<file path="src/rtl/fetch_unit.sv">
// fetch_unit: datapath-side fetch engine.
// Owns PC, IR and STAT, and fetches one instruction per PC_WRITE rising edge
// over a single-outstanding req/ack handshake to instruction memory.
// Branch targets are either absolute (taken from IR) or PC-relative
// (PC plus the sign-extended low OFF_W bits of IR).
module fetch_unit #(
  parameter int DATA_W = 32,
  parameter int ADDR_W = 16,
  parameter int OFF_W  = 16
) (
  input  logic              CLK,
  input  logic              RST_F,
  input  logic              PC_RST,
  input  logic              PC_WRITE,
  input  logic              PC_SEL,
  input  logic              BR_SEL,
  input  logic              STAT_WE,
  input  logic [3:0]        ALU_FLAGS,
  output logic              IMEM_REQ,
  output logic [ADDR_W-1:0] IMEM_ADDR,
  input  logic [DATA_W-1:0] IMEM_RDATA,
  input  logic              IMEM_ACK,
  output logic [ADDR_W-1:0] PC,
  output logic [DATA_W-1:0] IR,
  output logic [3:0]        OPCODE,
  output logic [3:0]        MM,
  output logic [3:0]        STAT,
  output logic              FETCH_BUSY,
  output logic              OVERRUN
);

  // Fetch sequencer states
  localparam logic [1:0] ST_IDLE = 2'd0;
  localparam logic [1:0] ST_REQ  = 2'd1;
  localparam logic [1:0] ST_HOLD = 2'd2;

  // Address of the next instruction. The very first fetch after a clear always
  // goes to address 0 regardless of the select lines. All arithmetic wraps
  // modulo 2^ADDR_W.
  function automatic logic [ADDR_W-1:0] next_addr(
    input logic              first,
    input logic              pc_sel,
    input logic              br_sel,
    input logic [ADDR_W-1:0] pc,
    input logic [DATA_W-1:0] ir
  );
    logic signed [OFF_W-1:0] off;
    logic [ADDR_W-1:0]       off_ext;
    off     = ir[OFF_W-1:0];
    off_ext = ADDR_W'(off);
    if (first) begin
      next_addr = {ADDR_W{1'b0}};
    end else if (!pc_sel) begin
      next_addr = pc + ADDR_W'(1);
    end else if (!br_sel) begin
      next_addr = ir[ADDR_W-1:0];
    end else begin
      next_addr = pc + off_ext;
    end
  endfunction

  // Registered state
  logic [1:0]        state_r;
  logic              pw_q_r;
  logic              first_r;
  logic [ADDR_W-1:0] pc_r;
  logic [DATA_W-1:0] ir_r;
  logic [3:0]        stat_r;
  logic              req_r;
  logic [ADDR_W-1:0] addr_r;
  logic              busy_r;
  logic              ovr_r;

  // Next-state values
  logic              start_s;
  logic [ADDR_W-1:0] nxt_s;
  logic [1:0]        state_nxt_s;
  logic              first_nxt_s;
  logic [ADDR_W-1:0] pc_nxt_s;
  logic [DATA_W-1:0] ir_nxt_s;
  logic              req_nxt_s;
  logic [ADDR_W-1:0] addr_nxt_s;
  logic              busy_nxt_s;
  logic              ovr_nxt_s;
  logic [3:0]        stat_nxt_s;

  // Rising-edge detect on PC_WRITE and target computation for a new fetch
  always_comb begin
    start_s = PC_WRITE & ~pw_q_r;
    nxt_s   = next_addr(first_r, PC_SEL, BR_SEL, pc_r, ir_r);
  end

  // Fetch sequencer: start in IDLE, wait for ack in REQ, one quiet cycle in HOLD
  always_comb begin
    state_nxt_s = state_r;
    first_nxt_s = first_r;
    pc_nxt_s    = pc_r;
    ir_nxt_s    = ir_r;
    req_nxt_s   = req_r;
    addr_nxt_s  = addr_r;
    busy_nxt_s  = busy_r;
    ovr_nxt_s   = ovr_r;
    case (state_r)
      ST_IDLE: begin
        if (start_s) begin
          addr_nxt_s  = nxt_s;
          req_nxt_s   = 1'b1;
          busy_nxt_s  = 1'b1;
          state_nxt_s = ST_REQ;
        end else begin
          state_nxt_s = ST_IDLE;
        end
      end
      ST_REQ: begin
        // A new request while one is outstanding is dropped and flagged
        if (start_s) begin
          ovr_nxt_s = 1'b1;
        end else begin
          ovr_nxt_s = ovr_r;
        end
        if (IMEM_ACK) begin
          ir_nxt_s    = IMEM_RDATA;
          pc_nxt_s    = addr_r;
          req_nxt_s   = 1'b0;
          busy_nxt_s  = 1'b0;
          first_nxt_s = 1'b0;
          state_nxt_s = ST_HOLD;
        end else begin
          state_nxt_s = ST_REQ;
        end
      end
      ST_HOLD: begin
        if (start_s) begin
          ovr_nxt_s = 1'b1;
        end else begin
          ovr_nxt_s = ovr_r;
        end
        state_nxt_s = ST_IDLE;
      end
      default: begin
        req_nxt_s   = 1'b0;
        busy_nxt_s  = 1'b0;
        state_nxt_s = ST_IDLE;
      end
    endcase
  end

  // Status register: independent of fetch activity
  always_comb begin
    if (STAT_WE) begin
      stat_nxt_s = ALU_FLAGS;
    end else begin
      stat_nxt_s = stat_r;
    end
  end

  // State update: async reset, then synchronous PC_RST clear, then normal load
  always_ff @(posedge CLK or negedge RST_F) begin
    if (!RST_F) begin
      state_r <= ST_IDLE;
      pw_q_r  <= 1'b0;
      first_r <= 1'b1;
      pc_r    <= {ADDR_W{1'b0}};
      ir_r    <= {DATA_W{1'b0}};
      stat_r  <= 4'h0;
      req_r   <= 1'b0;
      addr_r  <= {ADDR_W{1'b0}};
      busy_r  <= 1'b0;
      ovr_r   <= 1'b0;
    end else if (PC_RST) begin
      state_r <= ST_IDLE;
      pw_q_r  <= 1'b0;
      first_r <= 1'b1;
      pc_r    <= {ADDR_W{1'b0}};
      ir_r    <= {DATA_W{1'b0}};
      stat_r  <= 4'h0;
      req_r   <= 1'b0;
      addr_r  <= {ADDR_W{1'b0}};
      busy_r  <= 1'b0;
      ovr_r   <= 1'b0;
    end else begin
      state_r <= state_nxt_s;
      pw_q_r  <= PC_WRITE;
      first_r <= first_nxt_s;
      pc_r    <= pc_nxt_s;
      ir_r    <= ir_nxt_s;
      stat_r  <= stat_nxt_s;
      req_r   <= req_nxt_s;
      addr_r  <= addr_nxt_s;
      busy_r  <= busy_nxt_s;
      ovr_r   <= ovr_nxt_s;
    end
  end

  // Output mapping; decode fields come straight from IR
  always_comb begin
    IMEM_REQ   = req_r;
    IMEM_ADDR  = addr_r;
    PC         = pc_r;
    IR         = ir_r;
    OPCODE     = ir_r[DATA_W-1 -: 4];
    MM         = ir_r[DATA_W-5 -: 4];
    STAT       = stat_r;
    FETCH_BUSY = busy_r;
    OVERRUN    = ovr_r;
  end

endmodule
</file>
<file path="config.mk">
export PLATFORM = sky130hd
export DESIGN_NAME = fetch_unit
export DESIGN_NICKNAME = d
export VERILOG_FILES = /design/src/rtl/fetch_unit.sv
export SDC_FILE = /design/constraint.sdc
export NUM_CORES = 1
export LEC_CHECK = 0
export BUFFER_PORTS_ARGS = -buffer_cell sky130_fd_sc_hd__buf_2
export CAP_MARGIN = 5
export CORE_UTILIZATION = 35
export CTS_CLUSTER_SIZE = 40
export DETAILED_ROUTE_END_ITERATION = 16
export SLEW_MARGIN = 30
export SYNTH_ARGS = -nofsm -noshare
export SYNTH_HDL_FRONTEND = slang
export SYNTH_SLANG_ARGS = --single-unit
export TNS_END_PERCENT = 100
</file>
<file path="constraint.sdc">
create_clock -name CLK -period 2.87 [get_ports CLK]
set_input_delay 0.574 -clock CLK [delete_from_list [all_inputs] [get_ports CLK]]
set_output_delay 0.574 -clock CLK [all_outputs]
set_load 0.02 [all_outputs]
</file>
After elaboration in Yosys (flattened, before gate mapping)
Index checks and enable logic that the tools add are counted.
{ "classes": {"reduce_logical": 12, "muxes": 27, "bitwise": 2, "add_sub_neg": 2, "eq_ne": 5} }
{ "op_table": {"columns": ["op", "n"], "rows": [
  ["$mux W16", 9],
  ["$mux W32", 3],
  ["$add A16 B1 Y16 const B", 1],
  ["$add A16 B16 Y16", 1],
  ["$reduce_bool A2 Y1", 6],
  ["$mux W1", 9],
  ["$mux W4", 2],
  ["$ne A3 B3 Y1 const B", 2],
  ["$reduce_and A2 Y1", 3],
  ["$mux W2", 2],
  ["$pmux W2 S2", 1],
  ["$pmux W1 S3", 1],
  ["$reduce_and A3 Y1", 1],
  ["$eq A2 B1 Y1 const B", 1],
  ["$eq A2 B2 Y1 const B", 1],
  ["$logic_not A2 Y1", 1],
  ["$ne A2 B2 Y1 const B", 1],
  ["$reduce_or A2 Y1", 1],
  ["$and A1 B1 Y1", 1],
  ["$not A1 Y1", 1]
]} }
{ "totals": {"in_bits": 44, "ff_bits": 74, "out_inout_bits": 79} }

Longest topological paths before layout
Gate-level depths: netlist of the first run.
{ "logic_depth": {"ltp_word": 7, "ltp_mapped": 10, "depth_no_buf": 10} }

Least setup slack after synthesis of the first run
No wires, ideal clock.
{ "synth_path": {"path_type": "reg2reg", "from": "register pc_r[0] (netlist: PC[0])", "to": "register addr_r[10] (netlist: IMEM_ADDR[10])", "stages_incl_launch_ff": 11, "synth_period_minus_slack_ps": 2299, "t_arrival_ps": 2174, "required_time_ps": 2745, "slack_ps": 571, "path_buffers": 0, "cell_sequence": "dfrtp_1 ha_1 inv_1 fa_1 nor2b_4 o31a_1 o2111ai_2 a21oi_1 or3_1 a21oi_1 o21ai_1"} }
{ "synth_via": {"elab_chain_len": 7} }
{ "synth_rtl": {"columns": ["element", "line", "text"], "rows": [
  ["from (decl)", "66", "logic [ADDR_W-1:0] pc_r;"],
  ["from (signal assigned)", "163", "pc_r <= {ADDR_W{1'b0}};"],
  ["from (signal assigned)", "174", "pc_r <= {ADDR_W{1'b0}};"],
  ["from (signal assigned)", "185", "pc_r <= pc_nxt_s;"],
  ["$add A16 B16 Y16", "58", "next_addr = pc + off_ext;"],
  ["$mux W16", "55", "end else if (!br_sel) begin"],
  ["$mux W16 *", "53", "end else if (!pc_sel) begin"],
  ["$mux W16 *", "51", "if (first) begin"],
  ["$mux W16 *", "105", "if (start_s) begin"],
  ["$mux W16 *", "103", "case (state_r)"],
  ["$mux W16 *", "170", "end else if (PC_RST) begin"],
  ["to (signal assigned)", "167", "addr_r <= {ADDR_W{1'b0}};"],
  ["to (signal assigned)", "178", "addr_r <= {ADDR_W{1'b0}};"],
  ["to (signal assigned)", "189", "addr_r <= addr_nxt_s;"],
  ["to (decl)", "70", "logic [ADDR_W-1:0] addr_r;"]
]} }
Every way passes the cells marked *; elsewhere a longest branch is shown, timed or not. The select of a mux whose other input is x is not followed.
A chain may end at the register's enable or synchronous reset.

Worst setup path in the final report of the first run
Same ends and word-level chain as after synthesis.

==> results of run 1 <==
## cell families (layout without fill, tap and decap cells)
logic type	count (synthesis)	in the layout	synth area share, %
DFF	74	74	46.5
AOI/OAI and AO/OA	135	135	25.3
xor gates and xnor gates	24	24	5.27
muxes	11	11	2.82
adders and majority gates	20	20	6.46
and+or+nand+nor	80	80	9.47
buffers and inverters	35	156	4.27
## metal layers
metal  GRT usage (%)  vias to the layer above
met4            6.95                        0
met1            28.5                     1702
met3            3.77                       12
met2            30.4                      101
li1                -                     1647
met5               0                        -
## power groups by stage
stage	Combinational [mW]	Clock [mW]	Sequential (mW)
6_report	0.242	1.22	1.09
5_1_grt	0.268	1.30	1.09
4_1_cts	0.246	1.26	1.09
3_5_place_dp	0.245	0	1.11
3_3_place_gp	0.242	0	1.11
2_1_floorplan	0.111	0	1.13
## state kept, by name, indices dropped and copies added (netlist names)
name	cells
FETCH_BUSY	1
IMEM_ADDR	16
OVERRUN	1
PC	16
IR	32
STAT	4
first_r	1
pw_q_r	1
state_r	2
## worst min-delay path by stage
stage,to,cells past startpoint
global placement,OVERRUN,2
detailed placement,IR[19],1
CTS,IR[19],1
global route,IR[19],1
floorplan,FETCH_BUSY,0
finish,IR[19],1
## through the flow
| step | hold WS [ns] | total power, mW |
|---|---|---|
| 4_1_cts | 0.273 | 2.59 |
| 3_3_place_gp | 0.472 | 1.35 |
| 6_report | 0.250 | 2.55 |
| 3_5_place_dp | 0.482 | 1.35 |
| 5_1_grt | 0.293 | 2.66 |
| 2_1_floorplan | 0.278 | 1.24 |
## worst max-delay path, stage by stage, from the launching register on
cell,delay (ns)
dfrtp_1,0.46
ha_1,0.26
inv_1,0.08
fa_1,0.25
nor2b_4,0.06
o31a_1,0.30
o2111ai_2,0.26
a21oi_1,0.11
or3_1,0.31
a21oi_1,0.16
o21ai_1,0.07
## area by class of cell
class	count	share of cell area (%)
sequential	74	36.7
tap	140	3.47
multi-input combinational	270	39.3
clock inverter	7	1.96
timing repair buffer	131	13.5
inverter	9	0.669
clock buffer	9	4.46
## cell usage in the layout, fill, tap and decap left out, types with 2 or more instances in the layout
cell type / n
inv_6: 3
nand4_1: 5
mux2i_1: 9
o21ai_0: 19
buf_2: 121
mux2_2: 2
o221ai_1: 5
clkbuf_16: 9
nor2_1: 24
a21o_1: 8
o21a_1: 3
and4_1: 2
o21ai_1: 4
bufinv_16: 2
ha_1: 19
nand2_1: 23
a22o_1: 55
nor2b_1: 3
a22oi_1: 2
and3_1: 2
xnor2_1: 15
a31oi_1: 2
or3_1: 2
buf_4: 10
nand3_1: 8
dfrtp_1: 73
xor2_1: 9
nor3_1: 6
inv_1: 8
a21oi_1: 21
a211oi_1: 3
==> flow_summary.ini, run 1 <==
[outcome]
status = finished, final reports clean

[yosys]
synth_edf_count = 0
synth_seq_cells = 74
synthTopCellsByCount = 73 x dfrtp_1, 55 x a22o_1, 25 x nor2_1
ys.flop_type = dfrtp_1
syn-cell-area_mm2 = 0.00399
yosysWarnings = 0
ys_async_sr_fraction_pct = 100
synth_cells = 379
synth.most_common_cell = dfrtp_1
syn_area_per_cell_um2 = 10.5
syn_nets = 443
ys_top_cells_by_area = dfrtp_1 46%, a22o_1 12%, ha_1 6.0%
synth.distinct_cells = 49
synth_top_area_share_pct = 45.8
synth_top_area_cell = dfrtp_1
yosysSeqAreaShare_pct = 46.5

[critical_path]
end_kind = flip-flop
r2r_end = IMEM_ADDR[10]
critPathMaxFanout = 8
start_kind = flip-flop
critical_path_required_ns = 3.09
crit_end = IMEM_ADDR[10]
crit_type = flip-flop to flip-flop
cp.arrival_ns = 2.66
reg2reg_slack_ns = 0.43
reg2reg_from = PC[0]
r2r_cells = 10
crit_start = PC[0]

[cts]
postCtsHoldBufs = 0
cts_sinks = 74
cts_made_buffers = 9
cts.clk_slew.worst_paths_ns = 0.06
post_cts_buffers = 0
htreeDepth = 3
cts_root_buf = clkbuf_16
tritoncts = built
clock_path_buffers = 2
ctsResizeCount = 0
clk_latency_ns = 0.34

[power_and_ir_drop]
p_leak_nw = 2.67
power_frac_comb_pct = 9.5
internal_power_mw = 1.92
power_frac_seq_pct = 42.7
pwr_density_cell_mw_per_mm2 = 505
p_sw_mw = 0.631
swShare_pct = 24.7
p_clk_share_pct = 47.9
worst_ir_drop_vdd_uv = 238

[placement]
gp_congestion = 0.877
post-place-ws_ns = 0.467
io_buffers = 122
place_inst = 624
dp_hpwl_mm = 8.09
placed_area_mm2 = 0.00473

[hold_path]
hold_path.class = primary input to asynchronous set/reset pin

[drt]
drcViolationCount = 0
wl_met1_mm = 5.33
ant_nets = 0
top_layer = met4
first_pass_iters = 4
wl_per_cell_um = 17.4
vias = 3462
route.met3.wl_um = 566
wirelength_mm = 11.1
routed-wl-met2_mm = 5.10
viasPerCell = 5.41
drt_iter0_drc = 313

[timing]
final-setup-viol-count = 0
finalWorstSetupSlack_ns = 0.429
hold_viol_final = 0
finalClockSkew_ns = 0.00491
relSlewSlack_pct = 57.6
fmax_ghz = 0.410
tightest_slew_ns = 0.637
fin_setup_tns_ns = 0
period_needed_ns = 2.44
fin_crit_sh_pct = 85.1
grt_setup_unrepaired = false
drv_slew = 0

[layout]
nets = 559
finalNonFillerCells = 640
multi_input_comb_area_mm2 = 0.00198
final_area_mm2 = 0.00505
final-seq-area_mm2 = 0.00185
diodes = 0
area_delta_synth_final_pct = 26.6
final_util_pct = 46.0
drive_gt1_share_pct = 31.6
fillers = 1030

[run]
maxCapViolCount = 0

[global_routing]
grt_overflow = 0
grt_max_degree = 51
antenna_found_initial = 0
grtUsageTotal_pct = 20.0
grt_pass1_wl_mm = 18.1
grt_pass1_vias = 3384

[floorplan]
core-area_mm2 = 0.0110
dieWidth_um = 109
boundaryPins = 123
start_util_pct = 36.3
die-area_mm2 = 0.0118
rows = 38
die_h_um = 109
Note: power is estimated with default switching activity, not from simulation.
==> run 2, diff against run 1 <==
Settings changed: CTS_BUF_LIST set to sky130_fd_sc_hd__clkbuf_8 sky130_fd_sc_hd__clkbuf_16.
Clock period 2.87 ns to 3.05 ns, I/O delays scaled along.
==> run 2 against run 1 <==
Critical path depth unchanged. Worst hold slack better by 0.033 ns. Flip-flop and latch count is the same. Count of clock-buffer cells in the layout rose by 2. Die area is the same.
==> flow_summary.ini, run 2 (same netlist as run 1, synthesis figures left out) <==
[global_routing]
grtUsageTotal_pct = 19.3
grt_pass1_wl_mm = 17.5
antenna_found_initial = 0
grt_max_degree = 75
grt_pass1_vias = 3195
grt_overflow = 0

[power_and_ir_drop]
p_leak_nw = 2.63
swShare_pct = 25.3
power_frac_comb_pct = 10.1
worst_ir_drop_vdd_uv = 216
pwr_density_cell_mw_per_mm2 = 451
internal_power_mw = 1.68
p_clk_share_pct = 44.3
p_sw_mw = 0.569
power_frac_seq_pct = 45.7

[floorplan]
dieWidth_um = 109
die_h_um = 109
rows = 38
start_util_pct = 36.3
core-area_mm2 = 0.0110
boundaryPins = 123
die-area_mm2 = 0.0118

[drt]
drt_iter0_drc = 227
vias = 3444
wl_per_cell_um = 17.3
ant_nets = 0
first_pass_iters = 5
viasPerCell = 5.42
drcViolationCount = 0
wirelength_mm = 11.0

[timing]
grt_setup_unrepaired = false
finalClockSkew_ns = 0.00947
drv_slew = 0
fin_crit_sh_pct = 79.5
tightest_slew_ns = 0.668
relSlewSlack_pct = 55.5
fin_setup_tns_ns = 0
fmax_ghz = 0.413
hold_viol_final = 0
period_needed_ns = 2.42
final-setup-viol-count = 0

[cts]
cts.clk_slew.worst_paths_ns = 0.06
ctsResizeCount = 0
clock_path_buffers = 2
postCtsHoldBufs = 0
htreeDepth = 3
clk_latency_ns = 0.34
cts_sinks = 74
cts_made_buffers = 9
tritoncts = built
post_cts_buffers = 0
cts_root_buf = clkbuf_16

[layout]
nets = 554
layout_commonest_cell = buf_2
final_area_mm2 = 0.00498
most-common-layout-cells = 121 x buf_2, 73 x dfrtp_1, 55 x a22o_1, 24 x nor2_1, 23 x nand2_1
diodes = 0
area_delta_synth_final_pct = 24.8
drive_gt1_share_pct = 30.5
largest_reg_flops = 32

[hold_path]
hold_path.class = primary input to asynchronous set/reset pin

[run]
maxCapViolCount = 0

[critical_path]
crit_end = IMEM_ADDR[14]
end_kind = flip-flop
critical_path_required_ns = 3.27
r2r_cells = 10
cp.arrival_ns = 2.64
critPathMaxStageDelay_ns = 0.49
critPathMaxFanout = 8
cp_slowest_cell = dfrtp_1
start_kind = flip-flop
reg2reg_from = PC[0]
crit_type = flip-flop to flip-flop
cp_cell_sequence = ha_1 > inv_1 > fa_1 > nor2b_4 > o31a_1 > o2111ai_2 > a21oi_1 > o21a_1 > o21ba_1 > o21ai_1
r2r_end = IMEM_ADDR[14]
reg2reg_slack_ns = 0.63
crit_start = PC[0]

[placement]
placed_area_mm2 = 0.00469
io_buffers = 122
gp_congestion = 0.892
dp_hpwl_mm = 7.91

[outcome]
status = finished, final reports clean
[run 2: cell type report]
type	instances	area, µm²
Timing Repair Buffer	126	647
Sequential cell	74	1850
Tap cell	140	175
Clock buffer	11	253
Multi-Input combinational cell	270	1980
Fill cell	1033	6010
Clock inverter	5	31.3
Inverter	9	33.8
[run 2: routing by layer]
layer	vias to the layer above	wire, µm	track usage (%)	share of wire [%]
li1	1635	-	-	-
met4	0	172	6.85	1.6
met5	-	0	0	0
met3	15	658	4.42	6.0
met1	1663	5300	28.5	48
met2	131	4850	27.5	44
[run 2: metrics by stage]
stage | total power, mW | hold slack (ns) | setup WS (ns) | utilization [%] | cells
after global routing | 2.34 | 0.340 | 0.400 | 45.3 | 635
after global placement | 1.27 | 0.471 | 0.690 | 42.7 | 619
after detailed placement | 1.27 | 0.478 | 0.659 | 42.7 | 619
after CTS | 2.27 | 0.450 | 0.638 | 45.3 | 635
after floorplan | 1.17 | 0.314 | 0.751 | - | 379
final | 2.24 | 0.283 | 0.626 | 45.3 | 635
[run 2: worst min path at each step]
| stage | from | to | depth (start not counted) |
|---|---|---|---|
| 6_report | RST_F | IR[19] | 1 |
| 5_1_grt | RST_F | IR[17] | 1 |
| 4_1_cts | RST_F | IR[0] | 1 |
| 3_5_place_dp | IR[17] | IR[17] | 1 |
| 3_3_place_gp | OVERRUN | OVERRUN | 2 |
| 2_1_floorplan | RST_F | FETCH_BUSY | 0 |
[run 2: critical path, delay by kind of cell (launching register included)]
family | cells | cell delay (ns)
adder cells (fa/ha/maj) | 2 | 0.67
AND/OR/NAND/NOR | 1 | 0.13
buffers and inverters | 1 | 0.06
AO/OA/AOI/OAI | 6 | 0.94
flip-flops | 1 | 0.49
[run 2: power by group through the flow]
stage | Sequential [mW] | Clock, mW | Combinational (mW)
after floorplan | 1.06 | 0 | 0.105
after global placement | 1.04 | 0 | 0.224
after detailed placement | 1.04 | 0 | 0.227
after CTS | 1.02 | 1.02 | 0.227
after global routing | 1.03 | 1.07 | 0.247
final | 1.02 | 0.994 | 0.226
